### src/rtl/rv32_bus_arbiter.sv
// rv32_bus_arbiter: round-robin N-master to 1-slave memory arbiter with one
// outstanding transaction and a watchdog that completes stalled accesses with an error.
module rv32_bus_arbiter #(
   parameter int NUM_MASTERS = 2,
   parameter int ADDR_W = 32,
   parameter int DATA_W = 32,
   parameter int TIMEOUT = 255,
   parameter logic [DATA_W-1:0] ERR_DATA = '0,
   localparam int OW = NUM_MASTERS > 1 ? $clog2(NUM_MASTERS) : 1,
   localparam int MW = DATA_W / 8,
   localparam int CW = TIMEOUT > 0 ? $clog2(TIMEOUT + 1) : 1
) (
   input  logic                          clk_i,
   input  logic                          rst_n_i,
   input  logic [NUM_MASTERS-1:0]        m_req_i,
   input  logic [NUM_MASTERS-1:0]        m_we_i,
   input  logic [NUM_MASTERS*ADDR_W-1:0] m_addr_i,
   input  logic [NUM_MASTERS*DATA_W-1:0] m_wdata_i,
   input  logic [NUM_MASTERS*MW-1:0]     m_wmask_i,
   output logic [NUM_MASTERS-1:0]        m_gnt_o,
   output logic [NUM_MASTERS-1:0]        m_rvalid_o,
   output logic [DATA_W-1:0]             m_rdata_o,
   output logic                          m_err_o,
   output logic                          s_req_o,
   output logic                          s_we_o,
   output logic [ADDR_W-1:0]             s_addr_o,
   output logic [DATA_W-1:0]             s_wdata_o,
   output logic [MW-1:0]                 s_wmask_o,
   input  logic                          s_gnt_i,
   input  logic                          s_rvalid_i,
   input  logic [DATA_W-1:0]             s_rdata_i,
   output logic                          busy_o,
   output logic [OW-1:0]                 owner_o
);
   typedef enum logic [1:0] {IDLE, SREQ, SRSP} state_t;
   state_t state;
   logic [OW-1:0] ptr, win;
   logic [OW:0] idx;
   logic [CW-1:0] cnt;
   logic tmo, any;
   assign any = |m_req_i;
   assign m_gnt_o = (state == IDLE && any) ? NUM_MASTERS'(1) << win : '0;
   assign s_req_o = state == SREQ;
   assign busy_o = state != IDLE;
   assign tmo = TIMEOUT != 0 && cnt == CW'(TIMEOUT - 1);
   // Scan downward so the last hit is the first requester at or above ptr.
   always_comb begin
      win = '0;
      idx = '0;
      for (int i = NUM_MASTERS - 1; i >= 0; i--) begin
         idx = {1'b0, ptr} + (OW+1)'(i);
         if (idx >= (OW+1)'(NUM_MASTERS)) idx = idx - (OW+1)'(NUM_MASTERS);
         if (m_req_i[idx[OW-1:0]]) win = idx[OW-1:0];
      end
   end
   always_ff @(posedge clk_i or negedge rst_n_i)
      if (!rst_n_i) begin
         state <= IDLE;
         ptr <= '0;
         cnt <= '0;
         owner_o <= '0;
         m_rvalid_o <= '0;
         m_rdata_o <= '0;
         m_err_o <= 1'b0;
         s_we_o <= 1'b0;
         s_addr_o <= '0;
         s_wdata_o <= '0;
         s_wmask_o <= '0;
      end else begin
         m_rvalid_o <= '0;
         m_err_o <= 1'b0;
         case (state)
            IDLE: if (any) begin
               s_we_o <= m_we_i[win];
               s_addr_o <= m_addr_i[win*ADDR_W +: ADDR_W];
               s_wdata_o <= m_wdata_i[win*DATA_W +: DATA_W];
               s_wmask_o <= m_wmask_i[win*MW +: MW];
               owner_o <= win;
               ptr <= (win == OW'(NUM_MASTERS - 1)) ? '0 : win + OW'(1);
               cnt <= '0;
               state <= SREQ;
            end
            default: begin
               cnt <= cnt + CW'(1);
               // A response in SREQ is not taken; it is expected in SRSP.
               if (state == SRSP && s_rvalid_i) begin
                  m_rvalid_o <= NUM_MASTERS'(1) << owner_o;
                  m_rdata_o <= s_rdata_i;
                  state <= IDLE;
               end else if (tmo) begin
                  m_rvalid_o <= NUM_MASTERS'(1) << owner_o;
                  m_rdata_o <= ERR_DATA;
                  m_err_o <= 1'b1;
                  state <= IDLE;
               end else if (state == SREQ && s_gnt_i) state <= SRSP;
            end
         endcase
      end
endmodule
### config.mk
export PLATFORM = sky130hd
export DESIGN_NAME = rv32_bus_arbiter
export DESIGN_NICKNAME = d
export VERILOG_FILES = /design/src/rtl/rv32_bus_arbiter.sv
export SDC_FILE = /design/constraint.sdc
export NUM_CORES = 1
export LEC_CHECK = 0
export CORE_AREA = 2 2 109 111
export CTS_CLUSTER_SIZE = 14
export DETAILED_ROUTE_END_ITERATION = 10
export DIE_AREA = 0 0 111 113
export DONT_BUFFER_PORTS = 1
export SETUP_SLACK_MARGIN = 0.05
export SYNTH_ARGS = -nofsm -noshare
export SYNTH_HDL_FRONTEND = slang
export SYNTH_SLANG_ARGS = --single-unit
### constraint.sdc
create_clock -name clk_i -period 1.8 [get_ports clk_i]
set_input_delay 0.27 -clock clk_i [delete_from_list [all_inputs] [get_ports clk_i]]
set_output_delay 0.27 -clock clk_i [all_outputs]
set_load 0.02 [all_outputs]
==> impl_metrics.py <==
metrics = {
    "setup_path": {
        "critical_path_class": "register to output port",
        "worst_ep_required_time_ns": 1.53,
        "worst_r2r_endpoint": "s_wdata_o[3]",
        "endpoint_kind": "output port",
        "path_cells": "nor2_4, and3_4, buf_12",
        "crit_family": "flip-flops",
        "critical_path_arrival_ns": 1.43,
        "crit_path_start_kind": "register",
        "timing.critical_path.slowest_cell_delay_ns": 0.45,
        "worstPathBufferInverterCount": 1,
        "r2r-start": "ptr",
        "critical_path.slowest_cell": "dfrtp_2",
        "ff2ff_path_depth": 5,
        "crit_path_max_fanout": 7,
        "reg2reg_slack_ns": 0.17,
    },
    "global_routing": {
        "met1_usage_pct": 30.7,
        "antenna_found_initial": 0,
        "grtUsageMet2_pct": 44.0,
        "grt_pass1_wl_um": 25800,
        "grt_use_total_pct": 26.4,
        "number_of_global_route_vias_before_repair": 4583,
        "grt_start_max_net_pins": 117,
        "grt_most_used_layer": "met2",
        "grt.overflow.total": 0,
        "gr-usage-met3_pct": 8.89,
    },
    "synth": {
        "syn_area_um2": 5270,
        "synth.top_cell.area_share_pct": 55.1,
        "seq_area_frac_synth_pct": 55.1,
        "synth_common_cells": "dfrtp_1, a221o_1, a21boi_0, o21ai_0, nand2_1",
        "syn-mean-instance-area_um2": 11.7,
        "post_synthesis_sequential_element_count": 116,
        "synth_enable_flop_cells": 0,
        "postSynthNetCount": 630,
        "synth_cell_types": 38,
        "count_leader_synth": "dfrtp_1",
        "ys.warnings.count": 0,
        "post_synth_main_area_contributors": "dfrtp_1, a221o_1, a21boi_0",
        "post_synth_inst_count": 452,
        "ys_dominant_reg_cell": "dfrtp_1",
        "synth_largest_area_cell": "dfrtp_1",
        "asyncSetResetFlopFracSynth_pct": 100,
    },
    "floorplan": {
        "die-width_um": 111,
        "initial_core_utilization_pct": 46.8,
        "std_cell_rows": 39,
        "die_height_um": 113,
        "floorplan.die_area_um2": 12500,
        "floorplan.core_area_um2": 11300,
        "floorplan.io_pins": 285,
    },
    "pwr": {
        "power_per_cell_area_nw_per_um2": 1880,
        "max_rail_drop_vdd_mv": 1.29,
        "leakage_nw": 3.09,
        "post-layout-total-power_w": 0.0135,
    },
    "timing": {
        "hold_viol_final": 116,
        "finClkSkew_ns": 0.00672,
        "final.min_clock_period_ns": 1.70,
        "final_max_slew_viol_count": 0,
        "final.period_utilization_pct": 94.5,
        "tightestPinTransition_ns": 0.506,
        "relSlewSlack_pct": 66.2,
        "whs_ns": -0.447,
        "fin_tns_setup_ns": 0,
        "rsz0062_at_grt": "true",
        "max_clock_freq_mhz": 588,
        "finalSetupViolations": 0,
    },
    "clock_network": {
        "cts_sinks": 116,
        "htree_levels": 4,
        "clkTransAtPathRegs_ns": 0.05,
        "cts.path.max_buffers": 2,
        "cts_tree": "done",
        "root_buffer": "clkbuf_16",
        "cts_inserted_buffers": 17,
        "clk-insertion-delay-late_ns": 0.41,
    },
    "run": {
        "maximum_capacitance_violations": 0,
    },
    "status": {
        "violations_in_the_final_reports": "hold timing",
        "run_status": "finished, violations left",
    },
    "cells_and_area": {
        "layout.nets": 734,
        "final_layout_size_suffix_gt1_share_pct": 11.4,
        "flow.area_growth_from_synthesis_pct": 36.5,
        "n_fill_cell": 828,
        "layout.cell_area.non_filler_um2": 7190,
        "antennaDiodeCount": 0,
    },
    "routing": {
        "detail_route.first_pass.iterations": 5,
        "drtAntennaViolNets": 0,
        "drcViolationCount": 0,
        "avgRoutedWirePerCell_um": 24.1,
        "wirelength_um": 17200,
        "drt_iter0_drc": 528,
        "post_drt_via_cell_ratio": 6.44,
        "vias": 4584,
    },
    "placed_design": {
        "place.gp.congestion": 0.821,
        "place.detailed.hpwl_um": 9890,
        "io_buffer_count": 0,
        "postPlaceCellArea_um2": 5350,
    },
    "hold_path": {
        "holdCritPathClass": "primary input to asynchronous set/reset pin",
    },
}
metrics by stage:
step | std cells | setup WS (ns) | util, % | hold slack, ns
2_1_floorplan | 452 | 0.319 | - | -0.0256
3_3_place_gp | 562 | 0.251 | 47.4 | -0.0231
3_5_place_dp | 562 | 0.183 | 47.4 | -0.0231
4_1_cts | 700 | 0.0769 | 62.4 | -0.461
5_1_grt | 712 | 0.0341 | 63.8 | -0.467
6_report | 712 | 0.0984 | 63.8 | -0.447
cells by family (layout without fill, tap and decap cells):
family	count (synthesis)	after routing	synth area share [%]
DFF	116	116	55.1
AOI/OAI and AO/OA	224	224	33.2
muxes	2	2	0.380
adders and majority gates	2	2	0.475
xor gates and xnor gates	1	1	0.166
buffers and inverters	52	169	5.91
and+or+nand+nor	55	55	4.79
layer usage:
layer,wire length (µm),part of all wire [%]
met5,0,0
met2,8740,51
met1,6260,37
met3,1590,9.3
met4,565,3.3
cell usage in the layout, fill, tap and decap left out, types with 2 or more instances in the layout:
master         Yosys  final
and3_4             1      2
buf_4              4     14
nand4_1            3      3
dlygate4sd3_1      0    106
clkinv_4           0      2
a21oi_1            3      3
a221o_1           69     69
a21o_1             2      2
clkinvlp_4         0      5
clkinv_2           0      5
bufinv_16          0      2
o221ai_1           2      2
clkbuf_16          0     20
nand2_1           36     36
bufbuf_16          0      2
a21boi_0          59     59
dfrtp_1          116    115
mux2i_1            2      2
nor2_1             2      2
a22oi_1           32     32
nand3_1            3      3
buf_6              9      2
buf_12             0      6
o31ai_1            2      2
inv_1              3      3
ha_1               2      2
o21ai_0           40     40
a21boi_1          10     10
registers in the layout, summed over array words and instances, names as in the netlist:
signal	cells
state	2
s_we_o	1
s_wdata_o	32
m_rdata_o	32
s_addr_o	32
s_wmask_o	4
ptr	1
m_err_o	1
cnt	8
m_rvalid_o	2
owner_o	1
area by class of cell:
cell class                 count  area, µm²  share of cell area, %
sequential                   116       2900                   40.4
inverter                       4       16.3                  0.226
timing repair buffer         133       1450                   20.1
multi-input combinational    284       2070                   28.7
tap                          143        179                   2.49
clock buffer                  19        443                   6.16
clock inverter                13        135                   1.88
timing repair:
item	4_1_cts	5_1_grt
resized for setup	3	2
buffers inserted	3	4
hold endpoints to repair	178	119
hold buffers	101	5
pin swaps	3	3
setup endpoints to repair	3	25
cloned	2	3
power by group:
group	internal (W)	switching [W]	leakage, nW
sequential	0.00383	0.00248	1.40
clock	0.00206	0.00118	0.271
combinational	0.00208	0.00189	1.41
worst register-to-register path, delay by kind of cell (launching register included):
family          cells  cell delay, ns
simple gates        2            0.35
compound gates      1            0.31
flops               1            0.39
buf+inv             2            0.46
worst max-delay path by stage:
stage	startpoint	to	slack [ns]	depth (start not counted)
2_1_floorplan	state[1]	cnt[5]	0.32	6
3_3_place_gp	state[1]	m_rvalid_o[0]	0.25	5
3_5_place_dp	state[1]	m_rdata_o[28]	0.18	5
4_1_cts	state[1]	m_gnt_o[1]	0.08	3
5_1_grt	state[1]	m_gnt_o[1]	0.03	3
6_report	state[1]	m_gnt_o[1]	0.1	3
Note: power is estimated with default switching activity, not from simulation.
